File: src/rtl/converter_i2f_param.sv
// Parametrised integer/fixed-point to float converter with round-to-nearest-even,
// overflow saturation to Inf and flush-to-zero underflow, behind a STB/ACK handshake.
module converter_i2f_param #(
  parameter int IN_WIDTH  = 32,
  parameter int SIGNED    = 1,
  parameter int FRAC_BITS = 0,
  parameter int EXP_W     = 8,
  parameter int MAN_W     = 23
) (
  input  logic                   i_CLK,
  input  logic                   i_RST,
  input  logic [IN_WIDTH-1:0]    i_A,
  input  logic                   i_A_STB,
  output logic                   o_A_ACK,
  output logic [EXP_W+MAN_W:0]   o_Z,
  output logic                   o_Z_STB,
  input  logic                   i_Z_ACK,
  output logic                   o_OVF,
  output logic                   o_UNF
);

  localparam int KW = $clog2(IN_WIDTH + 1);
  localparam int EW = ((EXP_W > 8) ? EXP_W : 8) + 2;
  localparam int XW = IN_WIDTH + MAN_W + 1;

  localparam logic signed [EW-1:0] E_TOP  = EW'(IN_WIDTH - 1 - FRAC_BITS);
  localparam logic signed [EW-1:0] BIAS_S = EW'((2 ** (EXP_W - 1)) - 1);
  localparam logic signed [EW-1:0] E_MAX  = EW'((2 ** EXP_W) - 1);
  localparam logic signed [EW-1:0] E_ONE  = EW'(1);
  localparam logic signed [EW-1:0] E_ZERO = EW'(0);

  typedef enum logic [2:0] {
    GET_A,
    CONVERT,
    NORMALISE,
    ROUND,
    PACK,
    PUT_Z
  } state_t;

  state_t                   state, state_n;
  logic [IN_WIDTH-1:0]      a, a_n;
  logic [IN_WIDTH-1:0]      m, m_n;
  logic [KW-1:0]            k, k_n;
  logic signed [EW-1:0]     e, e_n;
  logic [MAN_W-1:0]         mant, mant_n;
  logic                     s, s_n;
  logic                     zero, zero_n;
  logic                     ack, ack_n;
  logic [EXP_W+MAN_W:0]     z, z_n;
  logic                     zstb, zstb_n;
  logic                     ovf, ovf_n;
  logic                     unf, unf_n;

  logic [IN_WIDTH-1:0]      a_neg;
  logic                     sign_bit;
  logic [XW-1:0]            ext;
  logic [MAN_W-1:0]         mant_f;
  logic [MAN_W-1:0]         mant_r;
  logic                     carry;
  logic                     guard;
  logic                     rnd;
  logic                     sticky;
  logic                     inc;
  logic signed [EW-1:0]     big_e;

  assign a_neg    = -a;
  assign sign_bit = (SIGNED != 0) ? a[IN_WIDTH-1] : 1'b0;

  // Bits below the hidden one, zero-padded so short inputs read missing bits as 0.
  assign ext    = {m[IN_WIDTH-2:0], {(MAN_W + 2){1'b0}}};
  assign mant_f = ext[XW-1 -: MAN_W];
  assign guard  = ext[XW-1-MAN_W];
  assign rnd    = ext[XW-2-MAN_W];
  assign sticky = |ext[XW-3-MAN_W:0];
  assign inc    = guard & (rnd | sticky | mant_f[0]);
  assign {carry, mant_r} = {1'b0, mant_f} + (MAN_W + 1)'(1);

  assign big_e = e + BIAS_S;

  always_comb begin
    state_n = state;
    a_n     = a;
    m_n     = m;
    k_n     = k;
    e_n     = e;
    mant_n  = mant;
    s_n     = s;
    zero_n  = zero;
    ack_n   = ack;
    z_n     = z;
    zstb_n  = zstb;
    ovf_n   = ovf;
    unf_n   = unf;
    case (state)
      GET_A: begin
        if (ack && i_A_STB) begin
          a_n     = i_A;
          ack_n   = 1'b0;
          state_n = CONVERT;
        end else begin
          ack_n = 1'b1;
        end
      end
      CONVERT: begin
        if (a == '0) begin
          s_n     = 1'b0;
          zero_n  = 1'b1;
          state_n = PACK;
        end else begin
          s_n     = sign_bit;
          m_n     = sign_bit ? a_neg : a;
          k_n     = '0;
          zero_n  = 1'b0;
          state_n = NORMALISE;
        end
      end
      NORMALISE: begin
        if (!m[IN_WIDTH-1]) begin
          m_n = m << 1;
          k_n = k + 1'b1;
        end else begin
          e_n     = E_TOP - signed'({{(EW - KW){1'b0}}, k});
          state_n = ROUND;
        end
      end
      ROUND: begin
        if (inc && carry) begin
          mant_n = '0;
          e_n    = e + E_ONE;
        end else if (inc) begin
          mant_n = mant_r;
        end else begin
          mant_n = mant_f;
        end
        state_n = PACK;
      end
      PACK: begin
        // Biased exponent is evaluated signed and wide, so extreme shifts never wrap.
        if (zero) begin
          z_n   = '0;
          ovf_n = 1'b0;
          unf_n = 1'b0;
        end else if (big_e >= E_MAX) begin
          z_n   = {s, {EXP_W{1'b1}}, {MAN_W{1'b0}}};
          ovf_n = 1'b1;
          unf_n = 1'b0;
        end else if (big_e <= E_ZERO) begin
          z_n   = {s, {EXP_W{1'b0}}, {MAN_W{1'b0}}};
          ovf_n = 1'b0;
          unf_n = 1'b1;
        end else begin
          z_n   = {s, big_e[EXP_W-1:0], mant};
          ovf_n = 1'b0;
          unf_n = 1'b0;
        end
        zstb_n  = 1'b1;
        state_n = PUT_Z;
      end
      PUT_Z: begin
        if (zstb && i_Z_ACK) begin
          zstb_n  = 1'b0;
          state_n = GET_A;
        end
      end
      default: begin
        state_n = GET_A;
      end
    endcase
  end

  always_ff @(posedge i_CLK) begin
    if (i_RST) begin
      state <= GET_A;
      a     <= '0;
      m     <= '0;
      k     <= '0;
      e     <= '0;
      mant  <= '0;
      s     <= 1'b0;
      zero  <= 1'b0;
      ack   <= 1'b0;
      z     <= '0;
      zstb  <= 1'b0;
      ovf   <= 1'b0;
      unf   <= 1'b0;
    end else begin
      state <= state_n;
      a     <= a_n;
      m     <= m_n;
      k     <= k_n;
      e     <= e_n;
      mant  <= mant_n;
      s     <= s_n;
      zero  <= zero_n;
      ack   <= ack_n;
      z     <= z_n;
      zstb  <= zstb_n;
      ovf   <= ovf_n;
      unf   <= unf_n;
    end
  end

  assign o_A_ACK = ack;
  assign o_Z     = z;
  assign o_Z_STB = zstb;
  assign o_OVF   = ovf;
  assign o_UNF   = unf;

endmodule
File: config.mk
export PLATFORM = sky130hd
export DESIGN_NAME = converter_i2f_param
export DESIGN_NICKNAME = d
export VERILOG_FILES = /design/src/rtl/converter_i2f_param.sv
export SDC_FILE = /design/constraint.sdc
export NUM_CORES = 1
export LEC_CHECK = 0
export CAP_MARGIN = 15
export CORE_AREA = 2 2 85 169
export CTS_CLUSTER_SIZE = 40
export DETAILED_ROUTE_END_ITERATION = 12
export DIE_AREA = 0 0 87 171
export GPL_ROUTABILITY_DRIVEN = 0
export GPL_TIMING_DRIVEN = 0
export PLACE_DENSITY = 0.77
export SLEW_MARGIN = 20
export SYNTH_ARGS = -nofsm -noshare
export SYNTH_HDL_FRONTEND = slang
export SYNTH_SLANG_ARGS = --single-unit
File: constraint.sdc
create_clock -name i_CLK -period 3.4 [get_ports i_CLK]
set_clock_uncertainty 0.15 [all_clocks]
set_input_delay 0.68 -clock i_CLK [delete_from_list [all_inputs] [get_ports i_CLK]]
set_output_delay 0.68 -clock i_CLK [all_outputs]
set_load 0.005 [all_outputs]
==> qor.yml, run 1 <==
r2r-start: "e[0]"
worst_path_max_delay_cell: "dfxtp_1"
muxShareOfSynthArea: 0.00552
cp-start-kind: "flop"
avgSynthCellArea_um2: 7.98
start_util: 0.548
post-route-period-util: 0.913
area_growth_pct: 20.2
portBuffers: 70
required_ps: 3540
synth_seq_cells: 144
ctsResizeCount: 0
power.leakage_nw: 3.04
p_int_w: 0.00314
min_to: "o_Z[26]"
seq_power_share: 0.411
crit_family: "compound AO/OA/AOI/OAI gates"
pwr-share-comb: 0.155
slew_headroom: 0.377
cp_cell_sequence: "inv_1, ha_1, or3b_2, a2111oi_0, o221ai_1, nand4_1, buf_1, o41ai_1"
wl_um: 21700
clock.fmax_ghz: 0.322
p_clk_frac: 0.434
yosys.area_share.xor_xnor: 0.0690
synth_top_family_by_area: "simple AND/OR/NAND/NOR gates"
synth-simple-area-share: 0.238
worst_pin_slew_ps: 925
dp_hpwl_um: 15900
r2r_cells: 8
cts_buffers: 17
critical_path_buf_inv_count: 2
io_pins: 72
power-per-cell-area_nw_per_um2: 498
synth_compound_area_frac: 0.228
ff2ff_setup_slack_ps: 300
dpl_cell_area_um2: 8380
switching_share: 0.301
hp-class: "flop to flop"
drtIter0Drc: 712
timing.setup.tns_ps: 0
die_area_um2: 14900
core_um2: 13700
worstHoldStart: "o_Z[26]"
yosys.area_share.adder: 0.0117
antenna_found_initial: 0
vias: 7455
vdd_drop_max_mv: 0.385
ys.warnings.count: 0
synthesis.nets: 981
endpoint_kind: "flop"
hold_buffers: 0
cts_tree: "yes"
crit_fanout: 10
async_flop_share: 0
arrival_ps: 3240
clk_pin_slew_ps: 70
holdPathStages: 2
grt_max_degree: 17
die-width_um: 87
final_area_um2: 9000
htree_levels: 4
nNetsFinal: 1070
setup_viol: 0
drv_cap: 0
grt_first_pass_wirelength_um: 34900
num_rows: 61
maxSlewViolCount: 0
switchingPower_w: 0.00135
nFillCells: 1166
syn-instance-count: 938
rsz0062_at_grt: "false"
clockRootBuffer: "clkbuf_16"
track_usage: 0.298
hold_viol_final: 0
num_antenna_cells: 0
drive_gt1_frac: 0.0712
drc: 0
via_per_inst: 6.23
r2r-end: "o_Z[19]"
postCtsSetupBuffers: 0
antenna_left: 0
yosysSeqAreaShare: 0.385
synth-edff-count: 0
run_status: "complete, no violations"
post_drt_wl_per_cell_um: 18.1
grt_pass1_vias: 7003
drtPass1Iterations: 5
period_needed_ps: 3100
cpPeakStageDelay_ps: 550
clk_path_buf_depth: 2
synth.distinct_cells: 68
worstSetupPathType: "flop to flop"
cts_sinks: 144
gr-total-overflow: 0
die_h_um: 171
synth_top_flop_cell: "dfxtp_1"
insertion_delay_ps: 430
netlist_area_um2: 7490
-- worst max-delay path by stage --
stage / startpoint / end / slack [ps] / cells after the start
after detailed placement: e[0] / o_Z[7] / 380 / 8
after global routing: e[0] / o_Z[7] / 90 / 8
after CTS: e[0] / o_Z[19] / 350 / 8
final: e[0] / o_Z[19] / 300 / 8
after global placement: e[0] / o_Z[8] / 440 / 9
after floorplan: e[0] / o_Z[10] / 840 / 9
-- synth_stat cells (5+ instances only) --
cell / count / area share
a21oi_1: 69 / 0.046
and4_1: 8 / 0.0094
nand4_1: 12 / 0.010
xnor2_1: 40 / 0.047
nand3_1: 38 / 0.025
dfxtp_1: 144 / 0.39
nor3_1: 20 / 0.013
nand3b_1: 8 / 0.0080
and2_1: 7 / 0.0058
inv_1: 36 / 0.018
buf_2: 8 / 0.0053
nor3b_1: 5 / 0.0050
and3_1: 7 / 0.0058
nor2_1: 56 / 0.028
o41ai_1: 25 / 0.029
a211oi_1: 17 / 0.017
clkbuf_1: 59 / 0.030
nand2_1: 147 / 0.074
o22ai_1: 9 / 0.0075
a22oi_1: 15 / 0.015
nand2b_1: 7 / 0.0058
a31oi_1: 7 / 0.0058
a31o_2: 6 / 0.0070
o211ai_1: 19 / 0.019
xor2_1: 19 / 0.022
nor4_1: 8 / 0.0067
o31ai_1: 9 / 0.0090
ha_1: 7 / 0.012
o21ai_0: 48 / 0.032
or4_1: 6 / 0.0060
-- stage by stage --
step           utilization  std cells  worst slack (ps)  hold slack (ps)  power, W
2_1_floorplan            -        938               842              282   0.00232
3_3_place_gp         0.614       1165               445              293   0.00254
3_5_place_dp         0.614       1165               380              290   0.00255
4_1_cts              0.658       1197               350              301   0.00448
5_1_grt              0.659       1197              93.2              338   0.00463
6_report             0.659       1197               297              299   0.00448
-- per-layer routing --
metal,track usage,vias up,routed length [µm]
met5,0,-,0
met4,0.169,0,1110
met3,0.0463,77,1370
met2,0.497,344,10900
met1,0.357,3499,8320
li1,-,3535,-
-- placed cells by master, fill, tap and decap left out, types with 9 or more instances in the layout --
master             n
dfxtp_1          144
clkbuf_16         17
a21oi_1           69
nand3_1           38
inv_1             36
xnor2_1           40
clkbuf_1          59
a22oi_1           15
clkdlybuf4s50_1   70
xor2_1            19
o41ai_1           25
a211oi_1          17
inv_6              9
nand4_1           12
o21ai_0           48
nor2_1            56
o31ai_1            9
nor3_1            20
o22ai_1            9
nand2_1          147
o211ai_1          19
-- layout make-up --
| cell class | instances | area [µm²] | area share |
|---|---|---|---|
| multi-input cells | 681 | 4140 | 0.460 |
| flip-flops and latches | 144 | 2880 | 0.320 |
| repair buffers | 70 | 701 | 0.0779 |
| clock buffers | 17 | 425 | 0.0473 |
| plain buffers | 77 | 335 | 0.0373 |
| well taps | 157 | 196 | 0.0218 |
| clock inverters | 15 | 184 | 0.0204 |
| inverters | 36 | 135 | 0.0150 |
-- worst min-delay path: cells and delay by family (launching register included) --
family	cells	cell delay (ps)
AND/OR/NAND/NOR	2	90
flip-flops	1	310
-- flip-flops by register name, summed over array words and instances (netlist names) --
register,count
a,32
o_OVF,1
zero,1
o_Z,32
m,32
o_A_ACK,1
state,3
k,6
o_Z_STB,1
e,10
s,1
o_UNF,1
mant,23
-- logic make-up (layout without fill, tap and decap cells) --
group,after synthesis,after routing
xor gates and xnor gates,59,59
adders and majority gates,7,7
muxes,4,4
buffers and inverters,113,215
DFF,144,144
and+or+nand+nor,355,355
AOI/OAI and AO/OA,256,256
-- power groups by stage --
stage	logic (W)	clock network (W)	registers, W
6_report	0.000695	0.00195	0.00184
2_1_floorplan	0.000472	0	0.00185
3_5_place_dp	0.000679	0	0.00188
5_1_grt	0.000753	0.00203	0.00185
4_1_cts	0.000683	0.00195	0.00184
3_3_place_gp	0.000667	0	0.00187
(Power assumes the default switching activity.)
==> run 2: changes to the inputs <==
--- a/config.mk
+++ b/config.mk
@@ -12,6 +12,7 @@
 export DIE_AREA = 0 0 87 171
 export GPL_ROUTABILITY_DRIVEN = 0
 export GPL_TIMING_DRIVEN = 0
+export HOLD_SLACK_MARGIN = 0.06
 export PLACE_DENSITY = 0.77
 export SLEW_MARGIN = 20
 export SYNTH_ARGS = -nofsm -noshare
==> results of run 2 <==
No change in the layout: final DEF, timing and power equal those of run 1.
